## config.mk

```make
export PLATFORM = sky130hd
export DESIGN_NAME = imem_dmem_arbiter
export DESIGN_NICKNAME = d
export VERILOG_FILES = /design/src/rtl/imem_dmem_arbiter_pkg.sv /design/src/rtl/imem_dmem_arbiter_priority.sv /design/src/rtl/imem_dmem_arbiter.sv
export SDC_FILE = /design/constraint.sdc
export NUM_CORES = 1
export LEC_CHECK = 0
export CORE_MARGIN = 2
export CORE_UTILIZATION = 29
export CTS_CLUSTER_DIAMETER = 100
export CTS_CLUSTER_SIZE = 25
export DETAILED_ROUTE_END_ITERATION = 6
export PLACE_DENSITY_LB_ADDON = 0.25
export SYNTH_ARGS = -nofsm -noshare
export SYNTH_HDL_FRONTEND = slang
export SYNTH_HIERARCHICAL = 1
export SYNTH_SLANG_ARGS = --single-unit
```

## constraint.sdc

```tcl
create_clock -name clk -period 5.8 [get_ports clk]
set_clock_uncertainty 0.1 [all_clocks]
set_input_delay 1.45 -clock clk [delete_from_list [all_inputs] [get_ports clk]]
set_output_delay 1.45 -clock clk [all_outputs]
set_load 0.1 [all_outputs]
```

## src/rtl/imem_dmem_arbiter_pkg.sv

```systemverilog
`default_nettype none
// ==================================================================
// arb_pkg : shared types for the fetch/data memory arbiter
// Rev 1.0
// ==================================================================
package arb_pkg;

    localparam int LAT_CNT_W = 4;

    typedef enum logic [1:0] {
        IDLE  = 2'd0,
        ISSUE = 2'd1,
        WAIT  = 2'd2,
        RESP  = 2'd3
    } arb_state_e;

    typedef enum logic {
        OWN_IF = 1'b0,
        OWN_DM = 1'b1
    } arb_owner_e;

endpackage
`default_nettype wire

```

## src/rtl/imem_dmem_arbiter_priority.sv

```systemverilog
`default_nettype none
// ==================================================================
// arb_priority : data-first winner select with fetch starvation guard
// Rev 1.0
// ==================================================================
module arb_priority
    import arb_pkg::*;
#(
    parameter int STARVE_MAX = 4
) (
    input  logic       clk,
    input  logic       rst_n,
    input  logic       if_req_i,
    input  logic       dm_req_i,
    input  logic       arb_en_i,
    output arb_owner_e winner_o
);

    localparam int               CNT_W   = (STARVE_MAX < 2) ? 1 : $clog2(STARVE_MAX + 1);
    localparam logic [CNT_W-1:0] CNT_MAX = CNT_W'(STARVE_MAX);
    localparam bit               PRIO_EN = (STARVE_MAX > 0);

    logic [CNT_W-1:0] cnt_q;
    logic [CNT_W-1:0] cnt_d;
    logic             fetch_prio;

    assign fetch_prio = PRIO_EN && (cnt_q == CNT_MAX);
    assign winner_o   = (if_req_i && (!dm_req_i || fetch_prio)) ? OWN_IF : OWN_DM;

    // Counts arbitrations fetch lost while asking; saturates at the limit.
    always_comb begin
        cnt_d = cnt_q;
        if (arb_en_i && if_req_i) begin
            if (winner_o == OWN_IF) begin
                cnt_d = '0;
            end else if (cnt_q != CNT_MAX) begin
                cnt_d = cnt_q + CNT_W'(1);
            end
        end
    end

    always_ff @(posedge clk or negedge rst_n) begin
        if (!rst_n) begin
            cnt_q <= '0;
        end else begin
            cnt_q <= cnt_d;
        end
    end

endmodule
`default_nettype wire

```

## src/rtl/imem_dmem_arbiter.sv

```systemverilog
`default_nettype none
// ==================================================================
// imem_dmem_arbiter : shares one single-port memory between fetch and MEM
// Rev 1.0
// ==================================================================
module imem_dmem_arbiter
    import arb_pkg::*;
#(
    parameter int AW         = 32,
    parameter int DW         = 32,
    parameter int MEM_LAT    = 1,
    parameter int STARVE_MAX = 4
) (
    input  logic          clk,
    input  logic          rst_n,
    input  logic          if_req,
    input  logic [AW-1:0] if_addr,
    input  logic          if_flush,
    output logic          if_gnt,
    output logic          if_rvalid,
    output logic [DW-1:0] if_rdata,
    output logic          pc_stall,
    input  logic          dm_req,
    input  logic          dm_we,
    input  logic [AW-1:0] dm_addr,
    input  logic [DW-1:0] dm_wdata,
    output logic          dm_gnt,
    output logic          dm_rvalid,
    output logic [DW-1:0] dm_rdata,
    output logic          dm_stall,
    output logic          mem_en,
    output logic          mem_read,
    output logic          mem_write,
    output logic [AW-1:0] mem_addr,
    output logic [DW-1:0] mem_wdata,
    input  logic [DW-1:0] mem_rdata
);

    localparam logic [LAT_CNT_W-1:0] LAT_INIT = LAT_CNT_W'(MEM_LAT - 1);

    arb_state_e           state_q, state_d;
    arb_owner_e           owner_q, owner_d;
    logic                 we_q, we_d;
    logic [AW-1:0]        addr_q, addr_d;
    logic [DW-1:0]        wdata_q, wdata_d;
    logic [LAT_CNT_W-1:0] lat_q, lat_d;
    logic                 flush_q, flush_d;

    logic       any_req;
    logic       arb_en;
    arb_owner_e winner;

    assign any_req = if_req | dm_req;
    assign arb_en  = any_req & ((state_q == IDLE) | (state_q == RESP));

    arb_priority #(
        .STARVE_MAX (STARVE_MAX)
    ) u_priority (
        .clk      (clk),
        .rst_n    (rst_n),
        .if_req_i (if_req),
        .dm_req_i (dm_req),
        .arb_en_i (arb_en),
        .winner_o (winner)
    );

    always_ff @(posedge clk or negedge rst_n) begin
        if (!rst_n) begin
            state_q <= IDLE;
            owner_q <= OWN_IF;
            we_q    <= 1'b0;
            addr_q  <= '0;
            wdata_q <= '0;
            lat_q   <= '0;
            flush_q <= 1'b0;
        end else begin
            state_q <= state_d;
            owner_q <= owner_d;
            we_q    <= we_d;
            addr_q  <= addr_d;
            wdata_q <= wdata_d;
            lat_q   <= lat_d;
            flush_q <= flush_d;
        end
    end

    always_comb begin
        state_d = state_q;
        owner_d = owner_q;
        we_d    = we_q;
        addr_d  = addr_q;
        wdata_d = wdata_q;
        lat_d   = lat_q;
        flush_d = flush_q;

        unique case (state_q)
            IDLE: begin
                if (any_req) state_d = ISSUE;
            end
            ISSUE: begin
                lat_d   = LAT_INIT;
                state_d = (MEM_LAT == 1) ? RESP : WAIT;
            end
            WAIT: begin
                lat_d = lat_q - LAT_CNT_W'(1);
                if (lat_q == LAT_CNT_W'(1)) state_d = RESP;
            end
            RESP: begin
                state_d = any_req ? ISSUE : IDLE;
            end
            default: state_d = IDLE;
        endcase

        // A new transaction latches the winner; otherwise a flush may mark an owned fetch.
        if (arb_en) begin
            owner_d = winner;
            we_d    = (winner == OWN_DM) & dm_we;
            addr_d  = (winner == OWN_DM) ? dm_addr : if_addr;
            if (winner == OWN_DM) wdata_d = dm_wdata;
            flush_d = 1'b0;
        end else if (((state_q == ISSUE) || (state_q == WAIT)) && (owner_q == OWN_IF) && if_flush) begin
            flush_d = 1'b1;
        end
    end

    always_comb begin
        mem_en    = (state_q == ISSUE);
        mem_read  = mem_en & ~we_q;
        mem_write = mem_en & we_q;
        mem_addr  = addr_q;
        mem_wdata = wdata_q;
        if_gnt    = mem_en & (owner_q == OWN_IF);
        dm_gnt    = mem_en & (owner_q == OWN_DM);
        if_rvalid = (state_q == RESP) & (owner_q == OWN_IF) & ~flush_q & ~if_flush;
        dm_rvalid = (state_q == RESP) & (owner_q == OWN_DM);
        if_rdata  = mem_rdata;
        dm_rdata  = mem_rdata;
        pc_stall  = if_req & ~if_rvalid;
        dm_stall  = dm_req | ((owner_q == OWN_DM) & (state_q != IDLE) & ~dm_rvalid);
    end

endmodule
`default_nettype wire

```

==> impl_metrics.ini, run 1 <==
[worst_setup_path]
crit_type = in -> out
end_kind = primary output
cp_cell_sequence = clkdlybuf4s50_1, nor2b_1, buf_4
worst-path-buf-inv = 2
cp_top_family = buffers and inverters
critPathLaunchType = input pin
cp.required_ns = 4.25
worstReg2RegEnd = mem_wdata[13]$_DFFE_PN0P_
r2r-start = state_q[0]$_DFFE_PN0P_
cpPeakStageDelay_ns = 0.74
r2r_slack_ns = 3.40
crit_fanout = 11
cp_slowest_cell = clkdlybuf4s50_1
reg2reg_depth = 6
cp.arrival_ns = 2.67

[grt]
grt_usage_pct = 11.78
antenna_found_initial = 0
grt_max_degree = 77
gr-total-overflow = 0
grt_pass1_vias = 2701
grt_pass1_wl_mm = 13.61

[clock_tree]
cts-root-buf = clkbuf_16
holdBufCountCts = 0
htreeDepth = 3
path_clk_slew_ns = 0.06
cts_setup_buffers = 0
cts_tree = done
cts_resized = 0
clock_latency_ns = 0.33
clock_sinks = 76
clk_path_buf_depth = 2
cts_made_buffers = 9

[synthesis]
synth_area_sq_mm = 0.004058
synth_cells = 351
synth_top_area_share_pct = 46.87
synth_top_cell_by_area = dfrtp_1
async_reset_ff_share_pct = 100.0
synthFlopType = dfrtp_1
seq_area_frac_synth_pct = 46.87
syn-num-nets = 494
avgSynthCellArea_sq_um = 11.56
synthTopCellsByCount = dfrtp_1 (76), buf_4 (64), nand2_1 (38)
synth_edf_count = 0
synth_seq_cells = 76
synth_cell_type_count = 39
synthTopCellsByArea = dfrtp_1 (47%), buf_4 (12%), mux2_4 (11%)
synth.most_common_cell = dfrtp_1
ys_warn_count = 6

[die]
die_area_sq_mm = 0.01495
fp-row-count = 43
core_sq_mm = 0.01377
die_w_um = 122.3
start_util_pct = 29.46
io_pins = 271
die_h_um = 122.3

[place]
placed_cell_area_sq_mm = 0.005468
gp_congestion = 0.7444
dp.cells = 628
portBuffers = 174
dp_hpwl_mm = 6.450

[timing]
fin_crit_sh_pct = 72.84
fin_tns_setup_ns = 0
max_freq_mhz = 236.7
relSlewSlack_pct = 32.67
hold_viol_final = 0
slew_violations = 0
final-setup-viol-count = 0
rsz0062_at_grt = false
tightestPinTransition_ns = 1.007
min_period_ns = 4.225

[detailed_routing]
first_pass_iters = 2
routedWlPerCell_um = 13.73
drc = 0
drt-initial-drc-count = 102
drt-total-wl_mm = 8.827
postRouteAntennaNets = 0
viasPerCell = 4.216
dr_total_vias = 2711

[final_layout]
post_route_cells_drive_above_1_share_pct = 14.04
postLayoutCellArea_sq_mm = 0.005759
multi_input_area_sq_mm = 0.001548
antenna_cells = 0
finalNetCount = 602
seq_area_sq_mm = 0.001902
area_growth_pct = 41.94
instances_no_fill = 643
n_fill_cell = 1361
final_core_util_pct = 41.82

[min_path]
hold_path.class = reg -> reg
holdPathEnd = mem_addr[28]$_DFFE_PN0P_
hold_depth = 2
min_from = mem_addr[28]$_DFFE_PN0P_

[run]
drv_cap = 0

[status]
status = complete, no violations
## per-stage QoR
stage	hold WS, ns	setup slack [ns]
final	0.3780	1.575
after floorplan	0.3610	0.9273
after global placement	0.3615	1.587
after global routing	0.4061	1.514
after CTS	0.3823	1.568
after detailed placement	0.3703	1.569
## cell families after synthesis
family                     share of synthesized area (%)
buffers and inverters                              15.42
DFF                                                46.87
muxes                                              19.95
and+or+nand+nor                                    6.846
AOI/OAI and AO/OA                                  8.141
adders and majority gates                          2.775
## registers in the layout, summed over array words and instances (netlist names)
| name | cells |
|---|---|
| mem_addr | 32 |
| mem_wdata | 32 |
| lat_q | 4 |
| u_priority/cnt_q | 3 |
| state_q | 2 |
| flush_q | 1 |
| owner_q | 1 |
| we_q | 1 |
## per-layer routing
| layer | up-vias | GRT usage [%] | share of wire, % |
|---|---|---|---|
| met5 | - | 0 | 0 |
| met2 | 113 | 17.67 | 44 |
| met4 | 0 | 6.968 | 3.3 |
| met1 | 1241 | 14.52 | 44 |
| met3 | 26 | 4.229 | 9.6 |
| li1 | 1331 | - | - |
## how the worst max path moves through the flow
stage	startpoint	end	slack (ns)	depth (start not counted)
floorplan	if_flush	pc_stall	0.93	2
global placement	if_req	pc_stall	1.59	3
detailed placement	if_req	pc_stall	1.57	3
CTS	if_req	pc_stall	1.57	3
global route	if_req	pc_stall	1.51	3
finish	if_req	pc_stall	1.58	3
## worst reg2reg max path: cells and delay by family (launching register included)
kind / cells / cell delay [ns]
AND/OR/NAND/NOR: 1 / 0.47
adder cells (fa/ha/maj): 1 / 0.44
multiplexers: 1 / 0.44
flip-flops: 1 / 0.42
buffers and inverters: 2 / 0.22
AO/OA/AOI/OAI: 1 / 0.20
## cell type report
type	instances	area share [%]
repair buffers	176	30.33
inverters	11	0.8038
flip-flops and latches	76	33.02
clock inverters	5	0.9124
clock buffers	10	4.149
multi-input cells	185	26.87
well taps	180	3.910
## cell usage in the layout, fill, tap and decap left out, types with 2 or more instances in the layout
master	count
inv_1	10
nor2_1	3
ha_1	9
clkbuf_16	9
clkinv_2	3
buf_4	6
and2_1	3
a21bo_2	2
mux2_2	3
nor3_1	2
nor2b_1	3
mux2_4	29
o21ai_0	36
a21oi_1	2
nand3_1	2
clkdlybuf4s50_1	170
mux2i_1	34
nand2_1	37
dfrtp_1	76
Power of run 1 is left out: the tool's default activity adds up to more than one toggle a clock period on the data nets, which glitch-free logic cannot reach.
==> run 2: changes to the inputs <==
==> constraint.sdc (replaced) <==
create_clock -name clk -period 4.1 [get_ports clk]
set_clock_uncertainty 0.1 [all_clocks]
set_input_delay 1.025 -clock clk [delete_from_list [all_inputs] [get_ports clk]]
set_output_delay 1.025 -clock clk [all_outputs]
set_load 0.1 [all_outputs]
==> run 2 against run 1 <==
Effect of this change:
- via count rose by 2.1%
- flip-flop and latch count unchanged
- critical path depth stayed put
- highest routed layer unchanged
==> impl_metrics.ini, run 2 (same netlist as run 1, synthesis figures left out) <==
[die]
io_pins = 271
die_area_sq_mm = 0.01495
fp-row-count = 43
start_util_pct = 29.46
die_w_um = 122.3
die_h_um = 122.3
core_sq_mm = 0.01377

[timing]
fin_crit_sh_pct = 83.53
relSlewSlack_pct = 32.33
slew_violations = 0
fin_tns_setup_ns = 0
max_freq_mhz = 292.0
hold_slack_ns = 0.3749
rsz0062_at_grt = false
min_period_ns = 3.425
hold_viol_final = 0
tightestPinTransition_ns = 1.012
final-setup-viol-count = 0

[clock_tree]
clock_latency_ns = 0.34
clock_sinks = 76
cts_resized = 0
clk_path_buf_depth = 2
cts_tree = done
path_clk_slew_ns = 0.06
holdBufCountCts = 0
htreeDepth = 3
cts_made_buffers = 9
cts-root-buf = clkbuf_16
cts_setup_buffers = 0

[detailed_routing]
dr_total_vias = 2769
postRouteAntennaNets = 0
top_layer_used = met4
wl_met1_mm = 3.458
drt-initial-drc-count = 68
first_pass_iters = 4
drt-total-wl_mm = 8.984
wl_met3_um = 959
routedWlPerCell_um = 13.95
drc = 0
dr_wl_met2_mm = 4.306
viasPerCell = 4.300

[place]
portBuffers = 174
dp_hpwl_mm = 6.472
gp_congestion = 0.7460

[final_layout]
mostFrequentLayoutCells = clkdlybuf4s50_1 (164), dfrtp_1 (76), nand2_1 (37)
layout_commonest_cell = clkdlybuf4s50_1
post_route_cells_drive_above_1_share_pct = 15.30
finalNetCount = 602
antenna_cells = 0
area_growth_pct = 41.94

[grt]
antenna_found_initial = 0
grt_pass1_vias = 2802
gr-total-overflow = 0
grt_pass1_wl_mm = 13.97
grt_usage_pct = 12.22
grt_max_degree = 77

[run]
drv_cap = 0

[status]
status = complete, no violations

[worst_setup_path]
crit_type = in -> out
cp_slowest_cell = clkdlybuf4s50_1
cp.arrival_ns = 2.30
end_kind = primary output
cpPeakStageDelay_ns = 0.76
cp.required_ns = 2.97
critPathLaunchType = input pin
crit_fanout = 11
cp_cell_sequence = clkdlybuf4s50_1, nor2b_1, buf_12

[min_path]
hold_path.class = reg -> reg
[run 2: changes by cell type in the layout (fill, tap and decap cells not counted)]
cell / change
clkdlybuf4s50_1: -6
buf_4: +5
clkbuf_8: -1
buf_12: +1
clkinv_4: +2
clkinv_2: -1
clkbuf_1: +1
[run 2: critical path, delay by kind of cell]
kind,cells,cell delay [ns]
buf+inv,2,0.97
simple gates,1,0.30
[run 2: final cells by class]
type	count	area, sq um
inverters	11	46.29
clock inverters	6	65.06
fillers	1361	8014
repair buffers	176	1744
well taps	180	225.2
clock buffers	10	229.0
flip-flops and latches	76	1902
multi-input cells	185	1548
[run 2: worst paths after layout]
check | slack, ns | from | depth (start not counted) | endpoint
setup / recovery | 0.68 | if_req | 3 | pc_stall
hold / removal | 0.37 | mem_addr[0]$_DFFE_PN0P_ | 2 | mem_addr[0]$_DFFE_PN0P_
setup reg to reg | 1.69 | state_q[0]$_DFFE_PN0P_ | 6 | mem_wdata[13]$_DFFE_PN0P_
hold reg to reg | 0.37 | mem_addr[0]$_DFFE_PN0P_ | 2 | mem_addr[0]$_DFFE_PN0P_
max in group asynchronous | 2.51 | rst_n | 1 | mem_addr[13]$_DFFE_PN0P_
min in group asynchronous | 0.71 | rst_n | 1 | mem_wdata[18]$_DFFE_PN0P_
[run 2: metal layers]
layer,up-vias,GRT usage (%)
li1,1337,-
met1,1291,13.03
met2,115,20.28
met3,26,5.576
met4,0,6.322
met5,-,0
[run 2: per-stage QoR]
stage / instances / setup WS (ns) / cell area, sq um / utilization [%]
floorplan: 351 / 0.03195 / 4073 / -
global placement: 628 / 0.7398 / 5465 / 39.68
detailed placement: 628 / 0.6690 / 5465 / 39.68
CTS: 644 / 0.6666 / 5759 / 41.82
global route: 644 / 0.6041 / 5759 / 41.82
finish: 644 / 0.6754 / 5759 / 41.82
Power of run 2 is left out for the same reason.
